--- src/rtl/finn_rtl_krnl_final_pkg.sv ---
// rtl/finn_rtl_krnl_final_pkg.sv - shared types and constants for the final pattern generator
package finn_rtl_krnl_final_pkg;

    typedef enum logic [1:0] {
        INCR  = 2'd0,
        CONST = 2'd1,
        LFSR  = 2'd2,
        RSVD  = 2'd3
    } pattern_mode_t;

    typedef enum logic [1:0] {
        IDLE = 2'd0,
        RUN  = 2'd1,
        DONE = 2'd2
    } state_t;

    localparam logic [31:0] LP_LFSR_POLY = 32'h8020_0003;

endpackage

--- src/rtl/finn_rtl_krnl_final_pattern_lane.sv ---
// rtl/finn_rtl_krnl_final_pattern_lane.sv - one NB-bit lane of the pattern generator
module finn_rtl_krnl_final_pattern_lane
    import finn_rtl_krnl_final_pkg::*;
#(
    parameter int NB = 32
) (
    input  logic          aclk,
    input  logic          areset,
    input  logic          load,
    input  logic          advance,
    input  pattern_mode_t mode,
    input  logic [NB-1:0] init_value,
    input  logic [NB-1:0] step,
    output logic [NB-1:0] data
);

    pattern_mode_t mode_q;
    logic [NB-1:0] value_q;
    logic [31:0]   lfsr_q;
    logic [31:0]   seed;
    logic [31:0]   lfsr_next;

    assign seed      = 32'(init_value);
    assign lfsr_next = lfsr_q[0] ? ((lfsr_q >> 1) ^ LP_LFSR_POLY) : (lfsr_q >> 1);

    always_ff @(posedge aclk) begin
        if (areset) begin
            mode_q  <= INCR;
            value_q <= '0;
            lfsr_q  <= '0;
        end else if (load) begin
            mode_q  <= mode;
            value_q <= init_value;
            // An all-zero LFSR state would lock up, so a zero seed becomes 1
            lfsr_q  <= (seed == 32'd0) ? 32'd1 : seed;
        end else if (advance) begin
            case (mode_q)
                CONST:   value_q <= value_q;
                LFSR:    lfsr_q  <= lfsr_next;
                default: value_q <= value_q + step;
            endcase
        end
    end

    assign data = (mode_q == LFSR) ? NB'(lfsr_q) : value_q;

endmodule

--- src/rtl/finn_rtl_krnl_final_pattern_generator.sv ---
// rtl/finn_rtl_krnl_final_pattern_generator.sv - configurable AXI4-Stream test-pattern source
module finn_rtl_krnl_final_pattern_generator
    import finn_rtl_krnl_final_pkg::*;
#(
    parameter int C_M_AXIS_TDATA_WIDTH = 128,
    parameter int C_NUMBER_BIT_WIDTH   = 32,
    parameter int C_LENGTH_WIDTH       = 32
) (
    input  logic                              aclk,
    input  logic                              areset,
    input  logic                              ap_start,
    output logic                              ap_idle,
    output logic                              ap_done,
    input  logic [1:0]                        cfg_mode,
    input  logic [C_LENGTH_WIDTH-1:0]         cfg_length_bytes,
    input  logic [C_NUMBER_BIT_WIDTH-1:0]     cfg_start_value,
    input  logic [C_NUMBER_BIT_WIDTH-1:0]     cfg_stride,
    output logic                              m_axis_tvalid,
    input  logic                              m_axis_tready,
    output logic [C_M_AXIS_TDATA_WIDTH-1:0]   m_axis_tdata,
    output logic [C_M_AXIS_TDATA_WIDTH/8-1:0] m_axis_tkeep,
    output logic                              m_axis_tlast
);

    localparam int NB       = C_NUMBER_BIT_WIDTH;
    localparam int LW       = C_LENGTH_WIDTH;
    localparam int LP_LANES = C_M_AXIS_TDATA_WIDTH / NB;
    localparam int LP_BYTES = C_M_AXIS_TDATA_WIDTH / 8;
    localparam logic [LW-1:0] LP_BYTES_LEN = LW'(LP_BYTES);
    localparam logic [NB-1:0] LP_LANES_NB  = NB'(LP_LANES);

    state_t                state_q, state_d;
    pattern_mode_t         cfg_mode_e;
    logic                  start_q;
    logic                  go;
    logic                  handshake;
    logic [LW-1:0]         beat_cnt_q;
    logic [LW-1:0]         len_rem;
    logic [NB-1:0]         stride_q;
    logic [NB-1:0]         lane_step;
    logic [LP_BYTES-1:0]   last_keep_d, last_keep_q;

    assign cfg_mode_e = pattern_mode_t'(cfg_mode);
    assign go         = ap_start & ~start_q & (state_q == IDLE);
    assign handshake  = m_axis_tvalid & m_axis_tready;
    assign len_rem    = cfg_length_bytes % LP_BYTES_LEN;
    assign lane_step  = stride_q * LP_LANES_NB;

    always_comb begin
        last_keep_d = '1;
        for (int i = 0; i < LP_BYTES; i++) begin
            last_keep_d[i] = (len_rem == '0) || (LW'(i) < len_rem);
        end
    end

    always_ff @(posedge aclk) begin
        if (areset) begin
            start_q     <= 1'b0;
            state_q     <= IDLE;
            beat_cnt_q  <= '0;
            stride_q    <= '0;
            last_keep_q <= '1;
        end else begin
            start_q <= ap_start;
            state_q <= state_d;
            if (go) begin
                // Counter value is meaningless for len==0; that path never enters RUN
                beat_cnt_q  <= (cfg_length_bytes - 1'b1) / LP_BYTES_LEN;
                stride_q    <= cfg_stride;
                last_keep_q <= last_keep_d;
            end else if (handshake) begin
                beat_cnt_q <= beat_cnt_q - 1'b1;
            end
        end
    end

    always_comb begin
        state_d       = state_q;
        ap_idle       = 1'b0;
        ap_done       = 1'b0;
        m_axis_tvalid = 1'b0;
        m_axis_tlast  = 1'b0;
        case (state_q)
            IDLE: begin
                ap_idle = 1'b1;
                if (go) state_d = (cfg_length_bytes == '0) ? DONE : RUN;
            end
            RUN: begin
                m_axis_tvalid = 1'b1;
                m_axis_tlast  = (beat_cnt_q == '0);
                if (handshake && m_axis_tlast) state_d = DONE;
            end
            DONE: begin
                ap_done = 1'b1;
                state_d = IDLE;
            end
            default: state_d = IDLE;
        endcase
    end

    assign m_axis_tkeep = m_axis_tlast ? last_keep_q : '1;

    for (genvar k = 0; k < LP_LANES; k++) begin : g_lane
        logic [NB-1:0] lane_idx;
        logic [NB-1:0] init_value;

        assign lane_idx = NB'(k);

        always_comb begin
            init_value = cfg_start_value + lane_idx * cfg_stride;
            case (cfg_mode_e)
                CONST:   init_value = cfg_start_value;
                LFSR:    init_value = cfg_start_value + lane_idx;
                default: init_value = cfg_start_value + lane_idx * cfg_stride;
            endcase
        end

        finn_rtl_krnl_final_pattern_lane #(
            .NB (NB)
        ) u_lane (
            .aclk       (aclk),
            .areset     (areset),
            .load       (go),
            .advance    (handshake),
            .mode       (cfg_mode_e),
            .init_value (init_value),
            .step       (lane_step),
            .data       (m_axis_tdata[k*NB +: NB])
        );
    end

endmodule

--- config.mk ---
export PLATFORM = sky130hd
export DESIGN_NAME = finn_rtl_krnl_final_pattern_generator
export DESIGN_NICKNAME = d
export VERILOG_FILES = /design/src/rtl/finn_rtl_krnl_final_pkg.sv /design/src/rtl/finn_rtl_krnl_final_pattern_lane.sv /design/src/rtl/finn_rtl_krnl_final_pattern_generator.sv
export SDC_FILE = /design/constraint.sdc
export NUM_CORES = 2
export LEC_CHECK = 0
export CAP_MARGIN = 20
export CORE_AREA = 5 5 255 257
export DETAILED_ROUTE_END_ITERATION = 6
export DIE_AREA = 0 0 260 262
export PLACE_DENSITY = 0.8
export SETUP_SLACK_MARGIN = 0.15
export SYNTH_ARGS = -nofsm -noshare
export SYNTH_HDL_FRONTEND = slang
export SYNTH_SLANG_ARGS = --single-unit
--- constraint.sdc ---
create_clock -name aclk -period 18.7 [get_ports aclk]
set_clock_uncertainty 0.1 [all_clocks]
set_input_delay 4.675 -clock aclk [delete_from_list [all_inputs] [get_ports aclk]]
set_output_delay 4.675 -clock aclk [all_outputs]
set_load 0.01 [all_outputs]
# Word level (Yosys, flattened, before mapping)

Index checks and enable logic that the tools add are counted.

Bits in registers: 339
Bits in latches: 0
RAM bits: 0
Bits in read-only memories: 0
Input bits: 102
Output and inout port bits: 148
Logic and storage cells: 143
Memories: 0

Add/subtract/negate cells: 12
Multipliers: 1
Divide/modulo/power cells: 0
Magnitude comparators: 16
Eq/ne operators: 9
Shift-type cells: 0
Multiplexer cells: 50
Bitwise logic cells: 8
Reduce and logical (&&, ||, !) cells: 32

Operators with widths:

| operator                                              | count |
|---|---|
| two-way mux 32 bit                                    | 36 |
| adder 32 bit                                          | 7 |
| logical NOT 32 bit                                    | 7 |
| one-hot mux 32 bit (2 select lines)                   | 3 |
| adder 32 x 2 -> 32 bit, second input constant         | 2 |
| subtractor 32 x 1 -> 32 bit, second input constant    | 2 |
| two-way mux 28 bit                                    | 2 |
| adder 32 x 1 -> 32 bit, second input constant         | 1 |
| < comparator 4 bit, first input constant              | 8 |
| multiplier 2 x 32 -> 32 bit, first input constant     | 1 |
| logical OR 1 bit                                      | 16 |
| < comparator 3 x 4 -> 1 bit, first input constant     | 4 |
| two-way mux 16 bit                                    | 1 |
| inverter 3 -> 4 bit                                   | 4 |
| < comparator 1 x 4 -> 1 bit, first input constant     | 2 |
| < comparator 2 x 4 -> 1 bit, first input constant     | 2 |
| == test 2 x 1 -> 1 bit, second input constant         | 3 |
| == test 2 bit, second input constant                  | 3 |
| two-way mux 2 bit                                     | 3 |
| AND reduction 2 bit                                   | 3 |
| two-way mux 1 bit                                     | 4 |
| inequality test 2 x 1 -> 1 bit, second input constant | 2 |
| one-hot mux 2 bit (2 select lines)                    | 1 |
| nonzero test 2 bit                                    | 2 |
| other kinds (6)                                       | 9 |

# Longest topological paths before layout

Depth in word-level cells: 6
Depth in mapped cells: 26

# By module

From an unflattened synthesis, not the netlist that was laid out.

Cell total of the unflattened synthesis: 4414
Area total of the unflattened synthesis: 33347.0 um^2

Modules (own cells, without submodules):

| module                                | instances | cells each | area an instance (um^2) | seq. area each (um^2) |
|---|---|---|---|---|
| finn_rtl_krnl_final_pattern_lane      | 4         | 640        | 5133.7                  | 1321.3 |
| finn_rtl_krnl_final_pattern_generator | 1         | 1854       | 12812.3                 | 1601.5 |

# Worst setup path before layout

Ideal clock, no wire load.

Kind: input -> register
Start: input port cfg_mode[0]
End: register g_lane[2].u_lane.lfsr_q[0]
Setup time: 87 ps
Arrival: 10087 ps
Setup slack: 8426 ps
Stages: 25
Path buffers: 8
Cell sequence: inv_1 -> ha_1 -> clkbuf_1 -> clkbuf_1 -> buf_1 -> clkbuf_1 -> buf_1 -> clkbuf_1 -> clkbuf_1 -> clkbuf_1 -> or2_2 -> ha_1 -> ha_1 -> nand2b_1 -> a21oi_1 -> o31ai_1 -> a32o_1 -> nand2_1 -> o211ai_1 -> a41oi_1 -> xnor2_1 -> a21o_1 -> a2111oi_0 -> nand4_1 -> o31ai_1

Word-level cells in the longest chain between the ends: 5
Elaborated cells between the ends (all ways): 6
Classes of those cells: 2 x eq/ne; 3 x mux; 1 x reduce/logical

Ends and longest elaborated chain:

| what                                                    | RTL line                                     | RTL |
|---|---|---|
| start: declaration                                      | finn_rtl_krnl_final_pattern_generator.sv:14  | `input logic [1:0] cfg_mode,` |
| == test 2 bit or == test 2 x 1 -> 1 bit (tied branches) | finn_rtl_krnl_final_pattern_generator.sv:111 | `case (cfg_mode_e)` |
| one-hot mux 32 bit (2 select lines) *                   | finn_rtl_krnl_final_pattern_generator.sv:111 |  |
| logical NOT 32 bit                                      | finn_rtl_krnl_final_pattern_lane.sv:35       | `lfsr_q <= (seed == 32'd0) ? 32'd1 : seed;` |
| two-way mux 32 bit *                                    | finn_rtl_krnl_final_pattern_lane.sv:35       |  |
| two-way mux 32 bit *                                    | finn_rtl_krnl_final_pattern_lane.sv:31       | `end else if (load) begin` |
| end signal: assignment                                  | finn_rtl_krnl_final_pattern_lane.sv:35       |  |
| end signal: assignment                                  | finn_rtl_krnl_final_pattern_lane.sv:39       | `LFSR: lfsr_q <= lfsr_next;` |
| end: declaration                                        | finn_rtl_krnl_final_pattern_lane.sv:19       | `logic [31:0] lfsr_q;` |

Mark *: on every way between the ends. The rest lies on a longest branch, timed or not.
A chain may end at the register's enable or synchronous reset.

# Worst setup path after layout

Same ends and word-level chain as after synthesis.

==> results.json <==
{
  "synth_top_area_cell": "dfxtp_1",
  "die-width_um": 260,
  "clk_pin_slew_ns": 0.06,
  "p_per_area_nw_per_um2": 77.9,
  "cts_max_path_buffers": 3,
  "drt_first_iter_violations": 4299,
  "drcViolationCount": 0,
  "cts_buffers": 36,
  "fin_tns_setup_ns": 0,
  "drv_slew": 0,
  "die_y_um": 262,
  "grt_max_degree": 168,
  "synth_fp_nets": 4568,
  "rows": 92,
  "holdPathStages": 2,
  "antenna_found_initial": 7,
  "wl_per_cell_um": 23.4,
  "async_flop_share_pct": 0,
  "fin_nets": 4609,
  "synth_top_cell_area_share_pct": 21.8,
  "worstSkewPairLatency_ns": 0.56,
  "num_vias": 34000,
  "fmax_ghz": 0.103,
  "rr_worst_depth": 15,
  "max-cap-violations": 0,
  "gr-total-overflow": 0,
  "cts_setup_buffers": 0,
  "hold_ws_ns": 0.358,
  "cts_hold_buf": 0,
  "r2r_setup_slack_ns": 11.97,
  "ios": 250,
  "hp-class": "reg2reg",
  "setup_violations": 0,
  "coreArea_um2": 62500,
  "period_share_pct": 51.9,
  "clock_sinks": 337,
  "die_area_um2": 68100,
  "grt_pass1_vias": 30400,
  "min_period_ns": 9.71,
  "drt_wl_total_um": 121000,
  "cts_max_level": 2,
  "firstDrtPassIters": 6,
  "cts_tree": "done",
  "synth.distinct_cells": 92,
  "synth_area_um2": 31000,
  "cp.arrival_ns": 10.06,
  "muxShareOfSynthArea_pct": 5.22,
  "start_util_pct": 49.6,
  "place_area_um2": 33900,
  "endpoint_kind": "flip-flop",
  "cts-root-buf": "clkbuf_16",
  "syn_inst": 4246,
  "finalHoldViolations": 0,
  "grt_usage_pct": 33.5,
  "ir_worst_vdd_v": 0.0000604,
  "synth_xor_area_share_pct": 6.36,
  "yosys_register_bits": 337,
  "drive_above_1_share_pct": 7.12,
  "criticalPathCategory": "in2reg",
  "yosys.area_share.simple_pct": 24.0,
  "yosys_most_used_dff": "dfxtp_1",
  "synth_top_family_by_area": "compound AO/OA/AOI/OAI gates",
  "fin_area_um2": 35100,
  "syn_avg_cell_area_um2": 7.30,
  "cts_resized": 0,
  "synth_edf_count": 0,
  "rsz0062_at_grt": "no",
  "synth_compound_area_share_pct": 27.8,
  "synth.area.top_cells": "dfxtp_1 22%, nand2_1 8.7%, ha_1 7.5%",
  "max_slew_margin_pct": 20.6,
  "synthAdderAreaFrac_pct": 9.89,
  "start_kind": "primary input",
  "ys_seq_area_share_pct": 21.8,
  "grt_pass1_wl_um": 181000,
  "worstPathMaxFanout": 85,
  "status": "complete, no violations",
  "place_congestion": 1.02,
  "ant_nets": 0,
  "tightest_slew_ns": 1.18,
  "cp.required_ns": 19.06,
  "port-buffer-count": 248,
  "area_delta_synth_final_pct": 13.3,
  "yosysWarnings": 0,
  "dp_hpwl_um": 88500,
  "via_per_inst": 6.58,
  "p_leak_nw": 13.8
}
## worst max-delay path, stage by stage
cell and delay (ns):
clkdlybuf4s50_1 0.49, inv_1 0.14, ha_4 0.14, buf_4 0.60, nand2b_1 0.27, xnor2_1 0.14, ha_1 0.27, nand2b_1 0.15
a21oi_1 0.10, o31ai_1 0.73, a31oi_1 0.33, xnor2_1 0.22, nor2_1 0.07, xnor2_1 0.18, nor4_1 0.56, nand4b_1 0.26
nor4_1 0.32, nand4_1 0.17, o31ai_1 0.22
## stage by stage
stage                     worst slack [ns]  total power [mW]  util (%)  std cells
final                                 8.99              2.74      56.2       5164
after global routing                  8.74              2.85      56.2       5159
after CTS                             9.09              2.70      56.2       5158
after detailed placement              8.53              1.96      54.3       5094
after global placement                8.39              1.95      54.2       5093
after floorplan                       8.43              1.58         -       4246
## report_power, final
| group | switching [mW] | total [mW] | internal [mW] |
|---|---|---|---|
| clock network | 0.314 | 0.746 | 0.432 |
| logic | 0.668 | 1.11 | 0.440 |
| registers | 0.0849 | 0.884 | 0.800 |
## Yosys cell counts, types with 88 or more instances
library cell	instances
nand2_1	720
a21oi_1	381
dfxtp_1	337
nor2_1	286
clkbuf_1	248
o21ai_0	224
ha_1	185
xnor2_1	147
mux2_2	125
a31oi_1	122
nand3_1	106
inv_1	96
a21o_1	88
## cell usage in the layout, fill, tap and decap left out, types with 33 or more instances in the layout
cell type	count
inv_1	94
nand4_1	33
nand2_1	717
nor3_1	87
nand3_1	106
mux2_2	125
a21o_1	88
xnor2_1	147
a211oi_1	44
xor2_1	78
ha_1	182
buf_4	55
o21a_1	38
o211ai_1	36
o21ai_0	224
clkbuf_16	36
a21oi_1	381
a311oi_1	54
a31oi_1	122
nor2b_1	66
nand2b_1	50
clkdlybuf4s50_1	247
dfxtp_1	337
a22oi_1	46
fa_1	35
and3_1	48
nor2_1	285
## layer usage
metal	up-vias	routed length (um)	GRT usage (%)
li1	15600	-	-
met4	10	5960	13.9
met2	2162	50200	49.5
met3	323	16600	9.03
met1	15900	48000	46.2
met5	-	64	0
## sequential cells by signal, summed over array words and instances, names as in the netlist
name / flops
g_lane.u_lane.mode_q: 2
last_keep_q: 15
stride_q: 30
state_q: 2
g_lane.u_lane.lfsr_q: 128
g_lane.u_lane.value_q: 127
start_q: 1
beat_cnt_q: 32
## logic make-up (layout without fill, tap and decap cells)
kind of cell             after synthesis  in the layout
AND/OR/NAND/NOR                     1589           1589
other                                  1              6
AO/OA/AOI/OAI                       1323           1323
XOR/XNOR                             225            225
buffers and inverters                400            467
multiplexers                         146            146
flip-flops                           337            337
adder cells (fa/ha/maj)              225            225
## area by class of cell
cell class              instances  area [um2]
diodes                          5        12.5
clock buffers                  53        1040
clock inverters                11         160
fillers                      5867       27400
inverters                      96         360
multi-input cells            3509       22800
flip-flops and latches        337        6750
well taps                     846        1060
repair buffers                307        2950
## path summary, 6_finish.rpt
kind	end	startpoint
worst min-delay path	g_lane[3].u_lane.value_q[1]	g_lane[3].u_lane.value_q[1]
worst min register to register	g_lane[3].u_lane.value_q[1]	g_lane[3].u_lane.value_q[1]
worst max register to register	g_lane[2].u_lane.lfsr_q[0]	g_lane[0].u_lane.mode_q[0]
worst max-delay path	g_lane[2].u_lane.lfsr_q[0]	cfg_mode[0]
No activity file was read; power rests on OpenSTA's default activity.
